--- src/rtl/hazard_ctrl_mc.sv ---
// Pipeline hazard controller: operand forwarding, load-use / memory / multi-cycle-EX stalls, branch flush.
// Optional perf counters (stall_cycles, flush_events) enabled by defining HAZARD_PERF_CNT_EN.
module hazard_ctrl_mc #(
    parameter int unsigned REG_AW   = 5,
    parameter int unsigned LOAD_LAT = 1
) (
    input  logic              clk,
    input  logic              rst,
    input  logic [REG_AW-1:0] rs1_d,
    input  logic [REG_AW-1:0] rs2_d,
    input  logic              dmem_write_d,
    input  logic [REG_AW-1:0] rs1_x,
    input  logic [REG_AW-1:0] rs2_x,
    input  logic [REG_AW-1:0] rd_x,
    input  logic              is_load_x,
    input  logic              pc_src_x,
    input  logic              ex_busy_x,
    input  logic [REG_AW-1:0] rd_m,
    input  logic [REG_AW-1:0] rs2_m,
    input  logic              reg_write_m,
    input  logic              dmem_write_m,
    input  logic              dmem_req_m,
    input  logic              dmem_ready_m,
    input  logic [REG_AW-1:0] rd_w,
    input  logic              reg_write_w,
    output logic              stall_f,
    output logic              stall_d,
    output logic              stall_x,
    output logic              stall_m,
    output logic              flush_d,
    output logic              flush_x,
    output logic              flush_w,
    output logic [1:0]        forward_a_x,
    output logic [1:0]        forward_b_x,
`ifdef HAZARD_PERF_CNT_EN
    output logic [31:0]       stall_cycles,
    output logic [31:0]       flush_events,
`endif
    output logic              forward_m
);

    typedef enum logic [1:0] {RUN, LU_STALL, MEM_WAIT, EX_WAIT} state_t;

    localparam logic [1:0] CNT_INIT = (LOAD_LAT > 1) ? 2'(LOAD_LAT - 2) : 2'd0;

    state_t     state_q, state_d;
    logic [1:0] cnt_q, cnt_d;
    logic       lu_pend_q, lu_pend_d;

    logic mem_wait, lu_hit, lu_active;
    logic st_f, st_d, st_x, st_m, fl_d, fl_x, fl_w;

    always_comb begin
        forward_a_x = 2'b00;
        if (rs1_x != '0 && reg_write_m && rs1_x == rd_m)      forward_a_x = 2'b10;
        else if (rs1_x != '0 && reg_write_w && rs1_x == rd_w) forward_a_x = 2'b01;
        forward_b_x = 2'b00;
        if (rs2_x != '0 && reg_write_m && rs2_x == rd_m)      forward_b_x = 2'b10;
        else if (rs2_x != '0 && reg_write_w && rs2_x == rd_w) forward_b_x = 2'b01;
    end

    assign forward_m = (rs2_m != '0) & reg_write_w & dmem_write_m & (rs2_m == rd_w);

    assign mem_wait = dmem_req_m & ~dmem_ready_m;
    assign lu_hit   = is_load_x & (rd_x != '0) &
                      ((rs1_d == rd_x) | ((rs2_d == rd_x) & ~dmem_write_d));
    // A wait that pre-empted LU_STALL leaves lu_pend_q set; the first cycle after
    // the wait drops is treated as an LU_STALL cycle so the total stall stays exact.
    assign lu_active = (state_q == LU_STALL) ||
                       (((state_q == MEM_WAIT) || (state_q == EX_WAIT)) && lu_pend_q);

    always_comb begin
        state_d   = RUN;
        cnt_d     = cnt_q;
        lu_pend_d = lu_pend_q;
        st_f = 1'b0; st_d = 1'b0; st_x = 1'b0; st_m = 1'b0;
        fl_d = 1'b0; fl_x = 1'b0; fl_w = 1'b0;
        if (mem_wait) begin
            st_f = 1'b1; st_d = 1'b1; st_x = 1'b1; st_m = 1'b1; fl_w = 1'b1;
            state_d = MEM_WAIT;
            if (state_q == LU_STALL) lu_pend_d = 1'b1;
        end else if (ex_busy_x) begin
            st_f = 1'b1; st_d = 1'b1; st_x = 1'b1;
            state_d = EX_WAIT;
            if (state_q == LU_STALL) lu_pend_d = 1'b1;
        end else if (lu_active) begin
            st_f = 1'b1; st_d = 1'b1; fl_x = 1'b1;
            lu_pend_d = 1'b0;
            if (cnt_q != 2'd0) begin
                state_d = LU_STALL;
                cnt_d   = cnt_q - 2'd1;
            end
        end else if (lu_hit) begin
            st_f = 1'b1; st_d = 1'b1; fl_x = 1'b1;
            if (LOAD_LAT > 1) begin
                state_d = LU_STALL;
                cnt_d   = CNT_INIT;
            end
        end else if (pc_src_x) begin
            fl_d = 1'b1; fl_x = 1'b1;
        end
    end

    always_ff @(posedge clk or posedge rst) begin
        if (rst) begin
            state_q   <= RUN;
            cnt_q     <= 2'd0;
            lu_pend_q <= 1'b0;
        end else begin
            state_q   <= state_d;
            cnt_q     <= cnt_d;
            lu_pend_q <= lu_pend_d;
        end
    end

    assign stall_f = ~rst & st_f;
    assign stall_d = ~rst & st_d;
    assign stall_x = ~rst & st_x;
    assign stall_m = ~rst & st_m;
    assign flush_d = ~rst & fl_d;
    assign flush_x = ~rst & fl_x;
    assign flush_w = ~rst & fl_w;

`ifdef HAZARD_PERF_CNT_EN
    logic [31:0] stall_cnt_q, flush_cnt_q;

    always_ff @(posedge clk or posedge rst) begin
        if (rst) begin
            stall_cnt_q <= '0;
            flush_cnt_q <= '0;
        end else begin
            if (stall_f && stall_cnt_q != '1) stall_cnt_q <= stall_cnt_q + 32'd1;
            if (flush_d && flush_cnt_q != '1) flush_cnt_q <= flush_cnt_q + 32'd1;
        end
    end

    assign stall_cycles = stall_cnt_q;
    assign flush_events = flush_cnt_q;
`endif

endmodule

--- config.mk ---
export PLATFORM = sky130hd
export DESIGN_NAME = hazard_ctrl_mc
export DESIGN_NICKNAME = d
export VERILOG_FILES = /design/src/rtl/hazard_ctrl_mc.sv
export SDC_FILE = /design/constraint.sdc
export NUM_CORES = 1
export LEC_CHECK = 0
export ABC_AREA = 1
export BUFFER_PORTS_ARGS = -buffer_cell sky130_fd_sc_hd__buf_4
export CORE_MARGIN = 2
export CORE_UTILIZATION = 45
export CTS_CLUSTER_DIAMETER = 60
export DETAILED_ROUTE_END_ITERATION = 6
export PLACE_DENSITY = 0.86
export SLEW_MARGIN = 40
export SYNTH_ARGS = -nofsm -noshare
export SYNTH_HDL_FRONTEND = slang
export SYNTH_SLANG_ARGS = --single-unit
--- constraint.sdc ---
create_clock -name clk -period 2.42 [get_ports clk]
set_clock_uncertainty 0.2 [all_clocks]
set_input_delay 0.242 -clock clk [delete_from_list [all_inputs] [get_ports clk]]
set_output_delay 0.242 -clock clk [all_outputs]
set_load 0.1 [all_outputs]
; Word level (Yosys, flattened, before mapping)
; Cells that the tools add are included.
[op_classes]
n_addsub = 1
mul = 0
div = 0
magnitude_cmp = 0
eq_ne = 10
shifts = 0
n_mux = 28
bitwise_logic = 18
reduce_logical = 18
[op_table]
columns = op, n
row1 = $eq 5x5->1, 7
row2 = $mux 1, 24
row3 = $reduce_bool 5->1, 4
row4 = $and 1x1->1, 12
row5 = $logic_and 1x1->1, 9
row6 = $mux 2, 4
row7 = $not 1->1, 5
row8 = $eq 2x2->1 const B, 2
row9 = $reduce_and 4->1, 1
row10 = $reduce_bool 3->1, 1
row11 = $eq 2x1->1 const B, 1
row12 = $logic_or 1x1->1, 2
row13 = $reduce_bool 2->1, 1
row14 = $sub 2x1->2 const B, 1
row15 = $or 1x1->1, 1
[totals]
regBits = 5
latchBits = 0
mem_bits_rw = 0
mem_bits_ro = 0
inputBits = 51
elab_cells = 78
n_memories = 0

; Depth between registers and ports, before layout
; Gate-level depths: netlist of the first run.
[depth]
depth_word = 9
depth_mapped = 9
ltp_nobuf = 9

; Worst setup path after synthesis of the first run
; OpenSTA, ideal clock, no wires.
[synth_timing]
path_kind = input to output
startpoint = in dmem_ready_m
endpoint = out stall_m
t_arrival_ps = 2958
required_ps = 1978
slack_ps = -980
path_stages = 2
cell_sequence = nor3_1 buf_4
[synth_via]
elab_chain_cells = 4
[synth_rtl]
columns = element, line_no
row1 = "start, declared", 23  ; input logic dmem_ready_m,
row2 = $not 1->1, 64  ; assign mem_wait = dmem_req_m & ~dmem_ready_m;
row3 = $and 1x1->1, 64
row4 = $mux 1, 78  ; if (mem_wait) begin
row5 = $and 1x1->1, 119  ; assign stall_m = ~rst & st_m;
row6 = "end, declared", 29  ; output logic stall_m,
; Every way passes these cells.

; Final worst setup path of the first run
[layout_timing]
startpoint = in rst
endpoint = out flush_x
[layout_via]
elab_chain_cells = 2
[layout_rtl]
columns = element, line_no
row1 = "start, declared", 8  ; input logic rst,
row2 = $not 1->1, 121  ; assign flush_x = ~rst & fl_x;
row3 = $and 1x1->1, 121
row4 = "end, declared", 31  ; output logic flush_x,
; Every way passes these cells.

==> results.json, run 1 <==
{
  "start_kind": "primary input",
  "syn-num-nets": 224,
  "layout_setup_ws_ns": 0.3179,
  "drt-total-wl_um": 2794,
  "netlist-cell-type-count": 24,
  "insertion_delay_ns": 0.25,
  "cts_sinks": 5,
  "vias": 1263,
  "synth_seq_cells": 5,
  "synth.top_cells.by_area": "nand2_1 (20%), dfrtp_1 (14%), inv_1 (13%)",
  "overflow": 0,
  "rows": 16,
  "htree_num_levels": 1,
  "cts_tree": "done",
  "grt_pass1_wl_um": 4836,
  "cpPeakStageDelay_ns": 0.54,
  "slew_headroom_pct": 81.40,
  "clkTransAtPathRegs_ns": 0.05,
  "clk_root_buffer_cell": "clkbuf_4",
  "layout_min_cycle_time_ns": 2.102,
  "dr.pass1.iters": 4,
  "met3_usage_pct": 4.294,
  "finalSetupViolCount": 0,
  "async_reset_ff_share_pct": 100.0,
  "die_h_um": 49.21,
  "ant_nets": 0,
  "placeableCoreArea_um2": 1942,
  "grt_max_degree": 8,
  "vias_per_cell": 4.784,
  "yosysMostFrequentCell": "nand2_1",
  "crit_slowest_cell": "dlygate4sd3_1",
  "gp_congestion": 0.8707,
  "synth_edf_count": 0,
  "nets": 290,
  "powerDensity_nw_per_um2": 372.9,
  "rsz0062_at_grt": "false",
  "cts.path.max_buffers": 2,
  "crit_path_end_kind": "primary output",
  "io_pins": 63,
  "hold_class": "in -> reg",
  "syn_area_per_cell_um2": 5.347,
  "required_ns": 1.98,
  "hold_viol": 0,
  "path_common_cell": "buf_4",
  "yosysTopAreaCell": "nand2_1",
  "cts_made_buffers": 3,
  "status": "finished, final reports clean",
  "max_freq_ghz": 0.4757,
  "grtUsageTotal_pct": 24.55,
  "yosysWarnings": 0,
  "num_antenna_cells": 0,
  "drv_cap": 0,
  "antenna_found_initial": 0,
  "utilization_pct": 75.06,
  "synthCells": 172,
  "seq_area_frac_synth_pct": 13.61,
  "post_cts_buffers": 0,
  "synth_top_area_share_pct": 20.00,
  "synth_flop_cell": "dfrtp_1",
  "critical_path_arrival_ns": 1.66,
  "finalMaxSlewViolations": 0,
  "crit_type": "in -> out",
  "portBuffers": 62,
  "cp_max_fo": 7,
  "fp.dieW_um": 49.21,
  "post_synth_most_frequent_cells": "nand2_1 (49), inv_1 (32), nor2_1 (22)",
  "hpwlAfterDp_um": 2416,
  "fin_crit_sh_pct": 86.86,
  "met2_usage_pct": 47.52,
  "grt_pass1_vias": 1204,
  "peakVddDrop_mv": 0.6086,
  "path_cells": "dlygate4sd3_1 > buf_4 > inv_1 > nand2_1 > a21oi_2 > buf_4",
  "dieArea_um2": 2421,
  "drc": 0,
  "worstMarginPinSlew_ns": 0.2813,
  "dp_slack_ns": 0.6737,
  "synthToLayoutAreaGrowth_pct": 58.50,
  "synth_area_um2": 919.6,
  "drt-initial-drc-count": 36,
  "initial_core_util_pct": 47.36,
  "p_leak_nw": 0.8525,
  "wl_per_cell_um": 10.58,
  "final_layout_size_suffix_gt1_share_pct": 35.86,
  "crit_buf_inv": 4,
  "path_delay_family": "buffers and inverters",
  "top_usage_layer": "met2",
  "use_met1_pct": 28.46
}
per-layer routing:
layer,part of all wire (%),vias up,routed length (um)
li1,-,659,-
met1,40,550,1104
met2,55,54,1528
met3,5.8,0,161
met4,0,0,0
met5,0,-,0
area by class of cell:
class	count	area, um2
Clock buffer	4	26.28
Fill cell	170	484.2
Inverter	39	146.4
Multi-Input combinational cell	126	650.6
Sequential cell	5	125.1
Tap cell	27	33.78
Timing Repair Buffer	63	475.5
power breakdown:
part           internal [W]  switching, W
Clock             0.0000624     0.0000350
Combinational      0.000129      0.000201
Sequential         0.000107    0.00000878
Total              0.000299      0.000245
sequential cells by signal (all words and copies together) (netlist names):
register and cells:
lu_pend_q 1, state_q 2, cnt_q 2
worst reg2reg max path, stage by stage (launching register included):
cell	delay, ns
dfrtp_1	0.38
inv_1	0.09
nand2_1	0.09
o21ai_2	0.11
nand3_1	0.18
xor2_1	0.19
metrics by stage:
step | hold WS, ns | total power (W) | area [um2] | TNS (ns) | instances
after CTS | 0.02769 | 0.0005445 | 1458 | 0 | 264
after global placement | 0.004724 | 0.0004286 | 1421 | 0 | 259
after detailed placement | 0.01426 | 0.0004438 | 1421 | 0 | 259
final | 0.03763 | 0.0005436 | 1458 | 0 | 264
after global routing | 0.04447 | 0.0005883 | 1458 | 0 | 264
after floorplan | -0.1630 | 0.0003219 | 937.1 | -0.03926 | 172
layout by cell type (no fill, tap or decap), types with 3 or more instances in the layout:
master    count
buf_4        62
clkbuf_4      3
dfrtp_1       5
inv_1        32
inv_2         7
nand2_1      49
nand3_1       6
nand4_1       8
nor2_1       17
nor2_2        6
nor3_1        3
o21ai_0       8
xnor2_1       5
xor2_1        7
worst paths after layout:
kind,start,to,slack (ns),cells after the start
worst max-delay path,rst,flush_x,0.32,6
worst min-delay path,ex_busy_x,state_q[1],0.04,3
worst max register to register,state_q[1],cnt_q[0],1.06,5
worst min register to register,cnt_q[1],cnt_q[1],0.30,2
max in group asynchronous,rst,cnt_q[0],1.48,3
min in group asynchronous,rst,lu_pend_q,0.33,3
cells by family after synthesis:
group                    synth area share [%]
adder cells (fa/ha/maj)                 1.360
AO/OA/AOI/OAI                           11.57
flip-flops                              13.61
XOR/XNOR                                11.43
buffers and inverters                   17.55
AND/OR/NAND/NOR                         44.49
timing repair:
item,CTS,global route
hold buffers,1,0
setup endpoints to repair,0,0
hold endpoints to repair,5,0
resized for setup,0,0
No activity file was read; power rests on OpenSTA's default activity.
==> inputs of run 2 (changes only) <==
CORE_UTILIZATION = 41   (was 45)
PLACE_DENSITY = default   (was 0.86)
PLACE_DENSITY_LB_ADDON = 0.05   (was default)
clock period = 2.4 ns   (was 2.42 ns; I/O delays follow)
==> run 2 against run 1 <==
  * Die area up 9.0%
  * Flip-flop and latch count unchanged
  * Combinational power down 2%
  * Sequential power about the same
  * Global-route usage down 4.9 points
  * Setup slack better by 0.0056 ns
  * Final cell count up 0.38%
  * Critical path depth unchanged
  * First-iteration DRC count down 69%
  * Power down 0.72%
  * Hold slack worse by 0.015 ns
  * Critical path type unchanged
  * Largest cell class unchanged
  * Highest routed layer is now met4
==> results.json, run 2 (synthesis gave the netlist of run 1 again) <==
{
  "cp-startpoint": "rst",
  "clkTransAtPathRegs_ns": 0.05,
  "drc": 0,
  "critical_path_arrival_ns": 1.64,
  "finalMaxSlewViolations": 0,
  "min_from": "ex_busy_x",
  "vias_per_cell": 4.623,
  "cts_tree": "done",
  "drv_cap": 0,
  "io_pins": 63,
  "nets": 290,
  "gp_congestion": 0.8936,
  "hpwlAfterDp_um": 2203,
  "hold_viol": 0,
  "vias": 1225,
  "layout_setup_ws_ns": 0.3235,
  "start_kind": "primary input",
  "mostFrequentLayoutCell": "buf_4",
  "htree_num_levels": 1,
  "p_leak_nw": 0.8525,
  "dp_cells": 260,
  "grt_max_degree": 8,
  "utilization_pct": 67.24,
  "initial_core_util_pct": 42.39,
  "final_layout_size_suffix_gt1_share_pct": 35.86,
  "portBuffers": 62,
  "dp_slack_ns": 0.6967,
  "rsz0062_at_grt": "false",
  "status": "finished, final reports clean",
  "wl_per_cell_um": 9.219,
  "worstMarginPinSlew_ns": 0.2809,
  "slew_headroom_pct": 81.43,
  "rows": 17,
  "peakVddDrop_mv": 0.2543,
  "cp_max_fo": 7,
  "grt_pass1_wl_um": 4112,
  "drt-total-wl_um": 2443,
  "grt_pass1_vias": 1100,
  "synthToLayoutAreaGrowth_pct": 58.64,
  "placeableCoreArea_um2": 2170,
  "max_freq_ghz": 0.4816,
  "die_h_um": 51.36,
  "fin_crit_sh_pct": 86.52,
  "insertion_delay_ns": 0.24,
  "cts.path.max_buffers": 2,
  "layout_min_cycle_time_ns": 2.077,
  "cts_sinks": 5,
  "cts_hold_buf": 1,
  "antenna_found_initial": 0,
  "ant_nets": 0,
  "crit_path_end_kind": "primary output",
  "dr.pass1.iters": 4,
  "report.power.total_w": 0.0005397,
  "num_antenna_cells": 0,
  "required_ns": 1.96,
  "clk_root_buffer_cell": "clkbuf_4",
  "top_regs": "cnt_q x2, state_q x2, lu_pend_q x1",
  "post_cts_buffers": 0,
  "dieArea_um2": 2638,
  "post_cts_resized": 0,
  "cts_made_buffers": 3,
  "overflow": 0,
  "fillCellCount": 221,
  "final_area_um2": 1459,
  "drt-initial-drc-count": 11,
  "placed_cell_area_um2": 1423,
  "grtUsageTotal_pct": 19.62,
  "crit_type": "in -> out",
  "powerDensity_nw_per_um2": 369.9,
  "fp.dieW_um": 51.36,
  "finalNonFillerCells": 265,
  "r2r_start": "state_q[1]",
  "hold_class": "in -> reg",
  "finalSetupViolCount": 0,
  "final_cell_mix": "buf_4 (62), nand2_1 (49), inv_1 (32)"
}
run 2: cell counts in the layout (fill, tap and decap cells not counted):
Identical to the previous run, type by type.
run 2: worst max-delay path: stages:
cell and delay, ns:
dlygate4sd3_1 0.55, buf_4 0.15, inv_1 0.20, nand2_1 0.10, a21oi_2 0.10, buf_4 0.29
run 2: final timing paths:
kind | cells after the start | end | slack [ns]
min in group asynchronous | 3 | state_q[1] | 0.32
max | 6 | flush_x | 0.32
min | 3 | state_q[1] | 0.02
min reg2reg | 2 | cnt_q[1] | 0.30
max in group asynchronous | 3 | state_q[0] | 1.47
max reg2reg | 5 | cnt_q[0] | 1.12
run 2: power breakdown:
| group | switching (W) | total (W) | internal, W |
|---|---|---|---|
| registers | 0.00000842 | 0.000116 | 0.000108 |
| clock network | 0.0000352 | 0.0000980 | 0.0000629 |
| logic | 0.000195 | 0.000325 | 0.000130 |
run 2: through the flow:
stage	hold slack, ns	setup TNS (ns)
4_1_cts	0.01958	0
6_report	0.02236	0
3_3_place_gp	0.007588	0
2_1_floorplan	-0.1650	-0.05526
5_1_grt	0.02511	0
3_5_place_dp	0.01403	0
run 2: layout make-up:
type	count	area, um2	area share (%)
multi-input combinational	126	650.6	44.60
sequential	5	125.1	8.576
inverter	39	146.4	10.03
clock buffer	4	26.28	1.801
tap	28	35.03	2.401
timing repair buffer	63	475.5	32.59
run 2: per-layer routing:
layer / global-route usage, % / wire (um)
met2: 35.68 / 1266
met5: 0 / 0
met1: 24.42 / 1055
met3: 2.047 / 106
met4: 4.825 / 13
